### config.mk
export PLATFORM = sky130hd
export DESIGN_NAME = mult_hilo_ctrl
export DESIGN_NICKNAME = d
export VERILOG_FILES = /design/src/rtl/mult_hilo_ctrl.sv
export SDC_FILE = /design/constraint.sdc
export NUM_CORES = 1
export LEC_CHECK = 0
export ABC_CLOCK_PERIOD_IN_PS = 3500
export CAP_MARGIN = 20
export CORE_UTILIZATION = 44
export DETAILED_ROUTE_END_ITERATION = 8
export PLACE_DENSITY_LB_ADDON = 0.08
export SLEW_MARGIN = 20
export SYNTH_ARGS = -nofsm -noshare
export SYNTH_HDL_FRONTEND = slang
export SYNTH_SLANG_ARGS = --single-unit
### constraint.sdc
create_clock -name clk -period 3.5 [get_ports clk]
set_input_delay 0.7 -clock clk [delete_from_list [all_inputs] [get_ports clk]]
set_output_delay 0.7 -clock clk [all_outputs]
set_load 0.005 [all_outputs]
### src/rtl/mult_hilo_ctrl.sv
// Sequencer for the iterative multiplier plus the HI/LO register pair.
// Issues load, STEPS steps and a capture cycle per accepted start.
module mult_hilo_ctrl #(
  parameter int STEPS = 32,
  parameter int CNT_W = 6
) (
  input  logic        clk,
  input  logic        reset_n,
  input  logic        start,
  input  logic [31:0] rs_data,
  input  logic [31:0] rt_data,
  input  logic        mthi,
  input  logic        mtlo,
  input  logic [31:0] wdata,
  output logic [31:0] mult_multiplier,
  output logic [31:0] mult_multiplicand,
  output logic [1:0]  mult_select,
  input  logic [31:0] product0,
  input  logic [31:0] product1,
  output logic [31:0] hi,
  output logic [31:0] lo,
  output logic        busy,
  output logic        done
);

  typedef enum logic [1:0] {
    IDLE,
    LOAD,
    STEP,
    CAPTURE
  } state_t;

  state_t           state;
  state_t           state_nxt;
  logic [CNT_W-1:0] cnt;
  logic             accept;
  logic             last_step;

  assign accept    = (state == IDLE) && start;
  assign last_step = (cnt == CNT_W'(1));
  assign busy      = (state != IDLE);

  always_comb begin
    state_nxt   = state;
    mult_select = 2'b00;
    unique case (state)
      IDLE: begin
        if (start) state_nxt = LOAD;
      end
      LOAD: begin
        mult_select = 2'b01;
        state_nxt   = STEP;
      end
      STEP: begin
        mult_select = 2'b10;
        if (last_step) state_nxt = CAPTURE;
      end
      CAPTURE: begin
        state_nxt = IDLE;
      end
      default: state_nxt = IDLE;
    endcase
  end

  always_ff @(posedge clk or negedge reset_n) begin
    if (!reset_n) begin
      state <= IDLE;
      cnt   <= '0;
      done  <= 1'b0;
    end else begin
      state <= state_nxt;
      done  <= (state == CAPTURE);
      if (state == LOAD)
        cnt <= CNT_W'(STEPS);
      else if (state == STEP)
        cnt <= cnt - CNT_W'(1);
    end
  end

  always_ff @(posedge clk or negedge reset_n) begin
    if (!reset_n) begin
      mult_multiplier   <= '0;
      mult_multiplicand <= '0;
    end else if (accept) begin
      mult_multiplier   <= rs_data;
      mult_multiplicand <= rt_data;
    end
  end

  // Software writes only land in a quiet IDLE cycle; start takes priority.
  always_ff @(posedge clk or negedge reset_n) begin
    if (!reset_n) begin
      hi <= '0;
      lo <= '0;
    end else if (state == CAPTURE) begin
      lo <= product0;
      hi <= product1;
    end else if (state == IDLE && !start) begin
      if (mthi) hi <= wdata;
      if (mtlo) lo <= wdata;
    end
  end

endmodule

==> metrics.md, run 1 <==
| Metric | Value |
|---|---|
| Status | finished, final reports clean |
| Final HPWL DP | about 12,000 um |
| Sw Share | a little under a fifth |
| Power share of the clock group | between 50% and 60% |
| Register area share after synthesis | a little under three fifths |
| DR vias | ~4,700 |
| Worst Tran Pin Value | ~0.95 ns |
| CP Cell Sequence | inv_1, ha_1, clkdlybuf4s50_1 |
| Final max-slew violation count | 0 |
| Combinational fraction of design power | around 6.1% |
| Cells after Synth | 467 |
| Sequential power share | a little over two fifths |
| Largest cells by area after synthesis | dfrtp_1, mux2i_1, mux2_2, o21ai_1, nand2_1 |
| Leakage power | approximately 4.8 nW |
| Worst-path clk slew | around 0.060 ns |
| Netlist cell types | 31 |
| Clk root buf | clkbuf_16 |
| Mapped Nets | roughly 640 |
| RSZ-0062 raised after global routing | false |
| Setup TNS | 0 ns |
| Buffers added on ports | 296 |
| Max Cap Viol | 0 |
| Critical-path maximum fanout | 8 |
| Reg2Reg Depth | 4 |
| DP Area | ~9000 um2 |
| Post-CTS resize count | 0 |
| Clk_skew | between 0.004 and 0.005 ns |
| Routed Antenna Nets | 0 |
| Worst hold path class | in2async |
| Drt drc | 0 |
| Setup WS post-layout | just under 0.9 ns |
| CP Buf/Inv Count | 2 |
| Total number of yosys warnings | 0 |
| Max H-tree Level | 4 |
| Setup crit end kind | output pin |
| Maximum vdd ir drop | approximately 0.3 mV |
| Core Area | between 10,000 and 15,000 um2 |
| Core Rows | 42 |
| Ports | approximately 300 |
| Slew margin rel. | between 30% and 40% |
| #FFs+latches synth | 137 |
| Fill count | 948 |
| Clock sinks | 137 |
| Antenna diodes | 0 |
| Clock buffer depth | 2 |
| Fin area | 9664 um2 |
| Top cell types by occurrence after synthesis | dfrtp_1, mux2i_1, nand2_1 |
| Pre-antenna DRT Iters | 4 |
| FMAX | between 0.3 and 0.4 GHz |
| Hold Worst Slack | approximately 0.32 ns |
| Area grow syn2layout | 60.72% |
| Initial antenna violation count | 0 |
| First-pass GRT wire length | 26,750 um |
| Crit start category | flip-flop |
| WP data arrival | 1.91 ns |
| Stages on worst setup path | 3 |
| Final Util | between 70% and 80% |
| Total grt overflow | 0 |
| WL/cell | 17.81 um |
| # setup viols final | 0 |
| Vias in the first global route | 5,061 |
| Hold Fails Final Rpt | 0 |
| Largest net degree at the start of global routing | 86 |
| Postcts setup bufs | 0 |
| Final min period | approximately 2.6 ns |
| Critical Path RT | 2.80 ns |
| NetSw | slightly above 0.0007 W |
| DR iter-0 viols | 268 |
| Initial Util | 45.23% |
| Worst skew pair latency | 0.42 ns |
| CP peak stage delay | approximately 0.60 ns |
| TritonCTS Buffers | 17 |
| Final wirelength | roughly 17,000 um |
| Die area | between 10,000 and 15,000 um2 |
| Prevailing post-synth register cell | dfrtp_1 |
| Post-synth top area cell | dfrtp_1 |
| Power per Cell Area | between 300 and 400 nW/um2 |
| Final worst-path cycle share | 74.47% |
| Hold-fix buffer count after cts | 0 |
| Top-area cell type share of the netlist area | ~57% |
| Mapped Area | roughly 6000 um2 |
| Internal Power | between 0.003 and 0.004 W |
| Post-synth ARST share | 100.0% |
| CTS tree | yes |
| Setup Crit Path Kind | reg2out |
| Layout net count | roughly 930 |
| Critical-path top delay cell | clkdlybuf4s50_1 |
| Post-Place Worst Slack | around 1 ns |
| Syn_area_per_cell | around 13 um2 |
| DIE WIDTH | between 100 and 150 um |
| Post-synth EDFFs | 0 |
| Die Span Y | approximately 120 um |
| Layout cell share with drive strength beyond 1 | 13.97% |
| All-Layer GR Usage | between 20% and 30% |
| Routed vias/inst | 4.968 |
| Crit-path leading delay family | buffers and inverters |
| Most frequent cell after synthesis | dfrtp_1 |
| Final RePlAce weighted congestion | 0.8050 |
-- worst register-to-register path: stages (launching register included) --
cell and delay, ns:
dfrtp_1 0.42, inv_1 0.11, ha_1 0.30, nand2_4 0.69
mux2_2 0.49
-- power groups by stage --
stage                     Sequential [W]  Clock (W)  Combinational, W
after floorplan                  0.00161          0        0.00000360
after global placement           0.00161          0          0.000225
after detailed placement         0.00161          0          0.000229
after CTS                        0.00158    0.00199          0.000232
after global routing             0.00158    0.00206          0.000246
final                            0.00158    0.00195          0.000229
-- placed cells by master, fill, tap and decap left out --
master	count
mux2i_1	66
inv_1	6
clkinv_4	1
clkbuf_16	17
ha_4	1
o21ai_1	60
or2_2	1
clkinv_2	5
o32ai_1	1
or3_1	2
clkbuf_8	2
nand3b_1	2
ha_1	6
buf_12	1
o22ai_1	1
a21boi_0	1
nor3_1	2
buf_4	5
and3b_1	1
and2b_2	1
nor3b_1	1
o32a_1	1
nor2b_1	3
nor2_1	2
a211oi_1	1
nand2_1	65
buf_6	1
mux2_2	49
clkinvlp_4	2
clkdlybuf4s50_1	295
mux2_4	16
o21ai_0	8
and4b_1	1
nand2_4	1
dfrtp_1	137
bufinv_16	5
o2bb2ai_1	3
-- logic make-up (layout without fill, tap and decap cells) --
logic type	after synthesis	count (layout)	share of synthesized area, %
buf+inv	34	340	4.619
mux	131	131	24.16
flops	137	137	57.01
simple gates	82	82	5.993
fa+ha+maj	7	7	1.456
compound gates	76	76	6.763
-- cell type report --
class	count	area [um2]	share of cell area [%]
multi-input cells	296	2320	24.00
repair buffers	302	3022	31.27
clock buffers	19	452.9	4.687
clock inverters	13	198.9	2.059
well taps	176	220.2	2.279
flip-flops and latches	137	3428	35.47
inverters	6	22.52	0.2330
-- layer usage --
layer | GRT usage, % | wire length [um] | vias to the layer above
li1 | - | - | 2213
met1 | 28.49 | 6519 | 2266
met2 | 42.69 | 8629 | 213
met3 | 8.908 | 1396 | 23
met4 | 9.810 | 352 | 0
met5 | 0 | 0 | -
-- sequential cells by signal, summed over array words and instances, names as in the netlist --
| name | cells |
|---|---|
| state | 2 |
| mult_multiplicand | 32 |
| hi | 32 |
| cnt | 6 |
| done | 1 |
| lo | 32 |
| mult_multiplier | 32 |
-- final timing paths --
check | from | to | slack [ns]
setup / recovery | state[1] | mult_select[0] | 0.89
min in group clk | mult_multiplier[26] | mult_multiplier[26] | 0.51
setup reg to reg | state[0] | mult_multiplier[11] | 1.36
hold / removal | reset_n | lo[19] | 0.32
hold reg to reg | mult_multiplier[26] | mult_multiplier[26] | 0.51
max in group asynchronous | reset_n | mult_multiplicand[1] | 2.39
-- through the flow --
stage | total power, W | instances
floorplan | 0.001617 | 467
global placement | 0.001838 | 917
detailed placement | 0.001842 | 917
CTS | 0.003811 | 949
global route | 0.003892 | 949
finish | 0.003766 | 949
Power figures use the tool's default switching activity.
==> run 2: changes to the inputs <==
Settings changed: ABC_CLOCK_PERIOD_IN_PS 3500 to 2600, CORE_UTILIZATION 44 to 41.
Clock period 3.5 ns to 2.6 ns, I/O delays scaled along.
==> run 2 against run 1 <==
- clock power grew 31%
- combinational power grew 36%
- cell area grew 0.80%
- highest routed layer unchanged
- clock-buffer cell count grew 5
- flip-flop and latch count is the same
- core utilization shrank 3.6 points
- total power grew 33%
- via count shrank 0.19%
==> metrics.md, run 2 (synthesized netlist as in run 1, its figures left out) <==
| Metric | Value |
|---|---|
| Vias in the first global route | 4,793 (was 5,061) |
| Combinational fraction of design power | 6.2% (was 6.1%) |
| Worst skew pair latency | 0.41 ns (was 0.42 ns) |
| CP Cell Sequence | inv_1, ha_1, clkdlybuf4s50_1 (unchanged) |
| Layout net count | 936 (was 932) |
| All-Layer GR Usage | 22.60% (was 24.98%) |
| WL/cell | 17.75 um (was 17.81 um) |
| Crit-path leading delay family | buffers and inverters (unchanged) |
| CP peak stage delay | 0.60 ns (about the same) |
| Hold-fix buffer count after cts | 0 (unchanged) |
| CP Buf/Inv Count | 2 (unchanged) |
| Internal Power | 0.004060 W (was 0.003044 W) |
| Clock sinks | 137 (unchanged) |
| Total grt overflow | 0 (unchanged) |
| Final worst-path cycle share | between 90% and 100% |
| NetSw | 0.0009408 W (was 0.0007224 W) |
| Routed Antenna Nets | 0 (unchanged) |
| # setup viols final | 0 (unchanged) |
| Maximum vdd ir drop | 0.3969 mV (was 0.2977 mV) |
| Max Cap Viol | 0 (unchanged) |
| Routed vias/inst | 4.917 (was 4.968) |
| CTS tree | yes (unchanged) |
| Clk_skew | 0.003906 ns (was 0.004029 ns) |
| Slew margin rel. | 62.34% (was 36.55%) |
| Leakage power | 4.803 nW (was 4.759 nW) |
| Pre-antenna DRT Iters | 4 (unchanged) |
| Worst R2R Start | state[0] (unchanged) |
| Clock buffer depth | 2 (unchanged) |
| Layout cell share with drive strength beyond 1 | 14.03% (was 13.97%) |
| Postcts setup bufs | 0 (unchanged) |
| FMAX | 0.4159 GHz |
| Final HPWL DP | 12,580 um (was 12,100 um) |
| Worst hold path class | in2async (unchanged) |
| Post-Place Worst Slack | 0.5257 ns (was 1.007 ns) |
| Antenna diodes | 0 (unchanged) |
| TritonCTS Buffers | 17 (unchanged) |
| Die Span Y | 123.1 um (was 118.9 um) |
| Setup Crit Path Kind | reg2out (unchanged) |
| Critical-path maximum fanout | 8 (unchanged) |
| R2r setup slk | 0.73 ns (was 1.36 ns) |
| Buffers added on ports | 296 (unchanged) |
| Ports | 297 (unchanged) |
| Final min period | 2.405 ns |
| Clk root buf | clkbuf_16 (unchanged) |
| Worst Tran Pin Value | 0.5650 ns (was 0.9517 ns) |
| Hold Worst Slack | 0.06500 ns (was 0.3174 ns) |
| Status | finished, final reports clean (unchanged) |
| Die area | 15,150 um2 (was 14,140 um2) |
| Final wirelength | 16,990 um (was 16,900 um) |
| Commonest non-fill, non-tap cells in the layout | clkdlybuf4s50_1, dfrtp_1, mux2i_1 (unchanged) |
| DR vias | 4,706 (was 4,715) |
| Hold Fails Final Rpt | 0 (unchanged) |
| Power share of the clock group | 51.1% (was 51.9%) |
| R2R Path End | mult_multiplier[7] (was mult_multiplier[11]) |
| Initial Util | 42.66% (was 45.23%) |
| Reg2Reg Depth | 5 (was 4) |
| Largest net degree at the start of global routing | 102 (was 86) |
| Core Area | 14,100 um2 (was 13,300 um2) |
| First-pass GRT wire length | 25,590 um (was 26,750 um) |
| Critical-path top delay cell | clkdlybuf4s50_1 (unchanged) |
| Core Rows | 43 (was 42) |
| Worst-path clk slew | 0.05 ns (was 0.06 ns) |
| Initial antenna violation count | 0 (unchanged) |
| DR iter-0 viols | 176 (was 268) |
| RSZ-0062 raised after global routing | false (unchanged) |
| Final RePlAce weighted congestion | 0.7453 (was 0.8050) |
| Max H-tree Level | 4 (unchanged) |
| Critical Path RT | 2.08 ns (was 2.80 ns) |
| Area grow syn2layout | 62.01% (was 60.72%) |
| Setup WS post-layout | 0.1954 ns (was 0.8935 ns) |
| Setup TNS | 0 ns (unchanged) |
| Sequential power share | 42.7% (was 42.1%) |
| Sw Share | 18.81% (was 19.18%) |
| WP data arrival | 1.88 ns (was 1.91 ns) |
| Most common cell after layout, fill and taps aside | clkdlybuf4s50_1 (unchanged) |
| Crit start category | flip-flop (unchanged) |
| Setup crit end kind | output pin (unchanged) |
| Final max-slew violation count | 0 (unchanged) |
| Stages on worst setup path | 3 (unchanged) |
| DIE WIDTH | 123.1 um (was 118.9 um) |
| Post-CTS resize count | 0 (unchanged) |
| Drt drc | 0 (unchanged) |
| Power per Cell Area | 513.3 nW/um2 (was 389.7 nW/um2) |
run 2: how the worst max path moves through the flow:
stage              from             endpoint  slack (ns)
4_1_cts        state[1]       mult_select[0]        0.16
6_report       state[1]       mult_select[0]        0.20
2_1_floorplan  state[0]  mult_multiplier[11]        1.13
5_1_grt        state[1]       mult_select[0]        0.08
3_3_place_gp      start  mult_multiplier[16]        0.57
3_5_place_dp      start  mult_multiplier[25]        0.53
run 2: final cells by class:
type,count,area [um2]
fillers,1039,4354
flip-flops and latches,137,3428
repair buffers,306,3114
multi-input cells,296,2320
clock buffers,24,491.7
well taps,180,225.2
clock inverters,8,140.1
inverters,6,22.52
run 2: metal layers:
layer,vias to the layer above,track usage [%],wire [um]
li1,2222,-,-
met1,2272,25.96,6682
met2,188,38.73,8484
met3,24,7.934,1487
met4,0,8.434,331
met5,-,0,0
run 2: power groups by stage:
| stage | clock (W) | combinational (W) | sequential [W] |
|---|---|---|---|
| finish | 0.00256 | 0.000311 | 0.00213 |
| detailed placement | 0 | 0.000313 | 0.00217 |
| global route | 0.00271 | 0.000334 | 0.00213 |
| global placement | 0 | 0.000307 | 0.00217 |
| CTS | 0.00262 | 0.000316 | 0.00213 |
| floorplan | 0 | 0.00000485 | 0.00217 |
run 2: worst register-to-register path, delay by kind of cell (launching register included):
family / cells / cell delay [ns]
DFF: 1 / 0.42
buffers and inverters: 2 / 0.37
muxes: 1 / 0.37
adders and majority gates: 1 / 0.31
and+or+nand+nor: 1 / 0.29
run 2: per-stage QoR:
stage	utilization [%]	cells	total power, W	cell area [um2]
after floorplan	-	467	0.002177	6013
after global placement	64.63	925	0.002478	9110
after detailed placement	64.63	925	0.002484	9110
after CTS	69.11	957	0.005066	9742
after global routing	69.11	957	0.005181	9742
final	69.11	957	0.005000	9742
